[src/rtl/booth_mul_seq_pkg.sv]
// Shared definitions for the sequential radix-4 Booth multiplier:
// FSM state encodings, Booth digit codes and the triplet recoder.
package booth_mul_seq_pkg;

  typedef enum logic [1:0] {
    ST_IDLE = 2'd0,
    ST_RUN  = 2'd1,
    ST_DONE = 2'd2
  } state_t;

  typedef enum logic [2:0] {
    DIG_ZERO = 3'd0,
    DIG_P1   = 3'd1,
    DIG_P2   = 3'd2,
    DIG_M1   = 3'd3,
    DIG_M2   = 3'd4
  } digit_t;

  // Triplet is {b[2j+1], b[2j], b[2j-1]}.
  function automatic digit_t booth_digit(input logic [2:0] trip);
    digit_t dig;
    case (trip)
      3'b001, 3'b010: dig = DIG_P1;
      3'b011:         dig = DIG_P2;
      3'b100:         dig = DIG_M2;
      3'b101, 3'b110: dig = DIG_M1;
      default:        dig = DIG_ZERO;
    endcase
    return dig;
  endfunction

endpackage

[src/rtl/booth_pp_sel.sv]
// Radix-4 Booth partial-product selector: maps one recoded triplet and the
// extended multiplicand onto a signed partial product one bit wider.
module booth_pp_sel
  import booth_mul_seq_pkg::*;
#(
  parameter int WIDTH = 32
) (
  input  logic [2:0]       trip,
  input  logic [WIDTH+1:0] a_ext,
  output logic [WIDTH+2:0] pp
);

  logic [WIDTH+2:0] a1;
  logic [WIDTH+2:0] a2;

  assign a1 = {a_ext[WIDTH+1], a_ext};
  assign a2 = {a_ext, 1'b0};

  always_comb begin
    pp = '0;
    case (booth_digit(trip))
      DIG_P1:  pp = a1;
      DIG_P2:  pp = a2;
      DIG_M1:  pp = -a1;
      DIG_M2:  pp = -a2;
      default: pp = '0;
    endcase
  end

endmodule

[src/rtl/booth_mul_seq.sv]
// Iterative radix-4 Booth multiplier retiring one digit per clock, with a
// start/busy/done handshake and registered HI/LO product halves.
module booth_mul_seq
  import booth_mul_seq_pkg::*;
#(
  parameter int WIDTH = 32
) (
  input  logic             clk,
  input  logic             clr,
  input  logic             start,
  input  logic             sgn,
  input  logic [WIDTH-1:0] A,
  input  logic [WIDTH-1:0] B,
  output logic             busy,
  output logic             done,
  output logic [WIDTH-1:0] HI,
  output logic [WIDTH-1:0] LO
);

  localparam int N  = WIDTH + 2;
  localparam int D  = N / 2;
  localparam int CW = $clog2(D + 1);
  localparam logic [CW-1:0] CNT_LAST = CW'(D - 1);

  state_t           state_reg, state_next;
  logic [N-1:0]     a_reg;
  logic [2*N:0]     prod_reg;
  logic             bm1_reg;
  logic [CW-1:0]    cnt_reg;
  logic [WIDTH-1:0] hi_reg, lo_reg;

  logic [N-1:0] a_in_ext, b_in_ext;
  logic [2:0]   trip;
  logic [N:0]   pp;
  logic [N:0]   acc_sum;
  logic [2*N:0] prod_shift;
  logic         accept, last;

  // Two extra bits make full-range unsigned operands exact in signed Booth.
  assign a_in_ext = sgn ? {{2{A[WIDTH-1]}}, A} : {2'b00, A};
  assign b_in_ext = sgn ? {{2{B[WIDTH-1]}}, B} : {2'b00, B};

  assign trip       = {prod_reg[1:0], bm1_reg};
  assign acc_sum    = prod_reg[2*N:N] + pp;
  assign prod_shift = {{2{acc_sum[N]}}, acc_sum, prod_reg[N-1:2]};

  assign accept = start && ((state_reg == ST_IDLE) || (state_reg == ST_DONE));
  assign last   = (state_reg == ST_RUN) && (cnt_reg == CNT_LAST);

  booth_pp_sel #(.WIDTH(WIDTH)) u_pp_sel (
    .trip  (trip),
    .a_ext (a_reg),
    .pp    (pp)
  );

  always_ff @(posedge clk or posedge clr) begin
    if (clr) begin
      state_reg <= ST_IDLE;
    end else begin
      state_reg <= state_next;
    end
  end

  always_comb begin
    state_next = state_reg;
    case (state_reg)
      ST_IDLE: if (start) state_next = ST_RUN;
      ST_RUN:  if (cnt_reg == CNT_LAST) state_next = ST_DONE;
      ST_DONE: state_next = start ? ST_RUN : ST_IDLE;
      default: state_next = ST_IDLE;
    endcase
  end

  always_comb begin
    busy = (state_reg == ST_RUN);
    done = (state_reg == ST_DONE);
    HI   = hi_reg;
    LO   = lo_reg;
  end

  // Product register: accumulator in the upper N+1 bits, multiplier below it
  // shifting out two bits per digit; bm1_reg carries the previous top bit.
  always_ff @(posedge clk or posedge clr) begin
    if (clr) begin
      a_reg    <= '0;
      prod_reg <= '0;
      bm1_reg  <= 1'b0;
      cnt_reg  <= '0;
      hi_reg   <= '0;
      lo_reg   <= '0;
    end else if (accept) begin
      a_reg    <= a_in_ext;
      prod_reg <= {{(N+1){1'b0}}, b_in_ext};
      bm1_reg  <= 1'b0;
      cnt_reg  <= '0;
    end else if (state_reg == ST_RUN) begin
      prod_reg <= prod_shift;
      bm1_reg  <= prod_reg[1];
      cnt_reg  <= cnt_reg + CW'(1);
      if (last) begin
        hi_reg <= prod_shift[2*WIDTH-1:WIDTH];
        lo_reg <= prod_shift[WIDTH-1:0];
      end
    end
  end

endmodule
[config.mk]
export PLATFORM = sky130hd
export DESIGN_NAME = booth_mul_seq
export DESIGN_NICKNAME = d
export VERILOG_FILES = /design/src/rtl/booth_mul_seq_pkg.sv /design/src/rtl/booth_pp_sel.sv /design/src/rtl/booth_mul_seq.sv
export SDC_FILE = /design/constraint.sdc
export NUM_CORES = 1
export LEC_CHECK = 0
export BUFFER_PORTS_ARGS = -buffer_cell sky130_fd_sc_hd__buf_2
export CAP_MARGIN = 5
export CORE_MARGIN = 2
export CORE_UTILIZATION = 55
export DETAILED_ROUTE_END_ITERATION = 8
export PLACE_DENSITY = 0.82
export SLEW_MARGIN = 25
export SYNTH_ARGS = -nofsm -noshare
export SYNTH_HDL_FRONTEND = slang
export SYNTH_SLANG_ARGS = --single-unit
[constraint.sdc]
create_clock -name clk -period 7.6 [get_ports clk]
set_clock_uncertainty 0.15 [all_clocks]
set_input_delay 1.14 -clock clk [delete_from_list [all_inputs] [get_ports clk]]
set_output_delay 1.14 -clock clk [all_outputs]
set_load 0.01 [all_outputs]
==> flow_metrics.py <==
metrics = {
    "timing": {
        "timing.hold.ws_ns": 0.320,
        "timing.slew.headroom_pct": 42.9,
        "worst_pin_slew_ns": 0.857,
        "setup_viol": 0,
        "grt_setup_unrepaired": "false",
        "fmax_ghz": 0.186,
        "setup_ws_ns": 2.22,
        "drv_slew": 0,
        "fin_tns_setup_ns": 0,
        "fin_crit_ns": 5.38,
        "period_share_pct": 70.8,
        "hold_viol_final": 0,
    },
    "synthesis": {
        "syn_area_per_cell_um2": 8.59,
        "synth_seq_cells": 172,
        "synth_edf_count": 0,
        "yosysWarnings": 0,
        "synth-main-ff-cell": "dfrtp_1",
        "netlist_instances": 1171,
        "synth_cell_types": 69,
        "synthArstFlopShare_pct": 100,
        "syn_area_um2": 10100,
        "synthesis.nets": 1277,
        "seq_area_frac_synth_pct": 42.8,
    },
    "routing": {
        "drt-wirelength-per-cell_um": 16.8,
        "drc_errors": 0,
        "vias": 8765,
        "vias_per_cell": 5.84,
        "wl_um": 25200,
        "drt_iter0_markers": 787,
        "first_pass_iters": 6,
        "drtAntennaViolNets": 0,
    },
    "setup_path": {
        "arrival_ns": 5.57,
        "worst_setup_path_end_kind": "register",
        "max_stage_delay_ns": 0.85,
        "cp.depth": 15,
        "criticalPathCategory": "register to register",
        "crit_required_ns": 7.78,
        "worstPathMaxFanout": 24,
        "critical-path-slowest-cell": "dfrtp_1",
        "start_kind": "register",
        "reg2reg_depth": 15,
        "crit_family": "compound AO/OA/AOI/OAI gates",
        "crit_chain": "nor2_1 -> nand2_1 -> a21oi_1 -> a21o_1 -> fa_1 -> a21o_1 -> a21oi_2 -> o21bai_1 -> a21o_1 -> a21oi_1 -> o31ai_1 -> a221o_1 -> a311oi_2 -> xnor2_1 -> mux2_2",
        "r2r-end": "HI[30]$_DFFE_PP0P_",
        "reg2reg_slack_ns": 2.22,
        "crit_top_cell": "a21o_1",
        "r2r-start": "bm1_reg$_DFFE_PP0P_",
        "worstPathBufferInverterCount": 0,
    },
    "floorplan": {
        "dieArea_um2": 19400,
        "design.core.area_um2": 18000,
        "die_x_um": 139,
        "die_h_um": 139,
        "start_util_pct": 56.0,
        "ios": 134,
        "rows": 49,
    },
    "global_routing": {
        "grt_max_degree": 98,
        "grt_pass1_vias": 8402,
        "grt_pass1_wl_um": 41600,
        "grt.overflow.total": 0,
        "track_usage_pct": 26.2,
        "grt_antenna_before_repair": 0,
    },
    "outcome": {
        "status": "finished, final reports clean",
    },
    "min_path": {
        "min_path_cells": 2,
        "hold_path_startpoint": "HI[1]$_DFFE_PP0P_",
        "hold_class": "register to register",
        "hold_end": "HI[1]$_DFFE_PP0P_",
    },
    "final_layout": {
        "drive_above_1_share_pct": 17.8,
        "area_growth_pct": 13.9,
        "n_antenna_cell": 0,
        "largest_register_ffs": 67,
        "fin_nets": 1365,
        "fill_cells": 1495,
        "fin_area_um2": 11500,
    },
    "clocking": {
        "cts_tree": "done",
        "postCtsHoldBufs": 0,
        "insertion_delay_ns": 0.45,
        "post_cts_resized": 0,
        "cts-root-buf": "clkbuf_16",
        "cts_buffer_depth": 2,
        "cts_made_buffers": 17,
        "cts.sinks": 172,
        "post_cts_buffers": 0,
        "cts-htree-levels": 4,
        "path_clk_slew_ns": 0.08,
    },
    "placed_design": {
        "portBuffers": 133,
        "hpwlAfterDp_um": 16800,
        "place.gp.congestion": 0.936,
        "dpl-instance-area_um2": 10800,
        "preCtsSetupSlack_ns": 2.30,
    },
    "flow_run": {
        "max-cap-violations": 0,
    },
}
## through the flow
step,cells,util (%)
after floorplan,1171,-
after global placement,1469,60.2
after detailed placement,1469,60.2
after CTS,1501,63.7
after global routing,1501,63.7
final,1501,63.7
## cells in the mapped netlist, drive strengths merged (4+ instances only)
cell type	count	area, µm²
nand2	359	1350
dfrtp	172	4300
o21ai	74	370
clkbuf	62	233
xnor2	55	482
a22oi	52	395
nor2	48	180
a21oi	41	209
ha	37	463
a22o	28	245
mux2	26	293
inv	19	71.3
a21o	18	135
or3	16	105
buf	12	58.8
nand3	12	70.1
nor3	12	71.3
nand2b	9	56.3
nand4	9	56.3
o311ai	9	78.8
xor2	8	70.1
a221o	7	70.1
and2	7	43.8
nor2b	7	43.8
or2	7	46.3
or4	7	60.1
nor4	6	52.6
a221oi	4	35.0
and3	4	25.0
o21bai	4	30.0
## area by class of cell
type                    count  area, µm²  area share, %
multi-input cells         905       5410           47.2
flip-flops and latches    172       4300           37.6
repair buffers            143        744           6.50
clock buffers              17        425           3.72
well taps                 229        287           2.50
clock inverters            15        204           1.78
inverters                  20       80.1          0.699
## worst min-delay path, delay by kind of cell, from the launching register on
| family | cells | cell delay (ns) |
|---|---|---|
| and+or+nand+nor | 2 | 0.10 |
| DFF | 1 | 0.34 |
## per-layer routing
metal  wire length, µm  GRT usage (%)  vias up
met5                 0              0        -
met4               509           8.29        0
met3              1610           6.11       41
met2             11900           41.7      252
met1             11200           35.8     4236
li1                  -              -     4236
## cell families after synthesis
logic type               count (synthesis)  share of synthesized area [%]
AO/OA/AOI/OAI                          264                           17.8
flip-flops                             172                           42.8
XOR/XNOR                                63                           5.49
adder cells (fa/ha/maj)                 38                           4.80
AND/OR/NAND/NOR                        512                           22.4
multiplexers                            28                           3.11
buffers and inverters                   94                           3.65
## layout by cell type, fill, tap and decap left out, types with 7 or more instances in the layout
cell,n
nor2_1,47
or3_1,15
inv_1,17
buf_4,9
clkinv_8,7
mux2_2,26
ha_1,37
buf_2,133
nand4_1,9
o21ai_0,72
and2_1,7
dfrtp_1,172
a22oi_1,51
clkbuf_16,17
nor3_1,11
a22o_1,28
o311ai_0,9
a21oi_1,40
a21o_1,18
nand2b_1,9
nand3_1,10
xnor2_1,55
xor2_1,7
nand2_1,358
a221o_1,7
## worst max path at each step
stage,from,endpoint
floorplan,clr,HI[0]$_DFFE_PP0P_
global placement,a_reg[0]$_DFFE_PP0P_,HI[31]$_DFFE_PP0P_
detailed placement,a_reg[0]$_DFFE_PP0P_,HI[31]$_DFFE_PP0P_
CTS,a_reg[0]$_DFFE_PP0P_,HI[31]$_DFFE_PP0P_
global route,a_reg[0]$_DFFE_PP0P_,prod_reg[65]$_DFFE_PP0P_
finish,bm1_reg$_DFFE_PP0P_,HI[30]$_DFFE_PP0P_
Power is left out: the tool's default activity adds up to more than one toggle a clock period on the data nets, which glitch-free logic cannot reach.
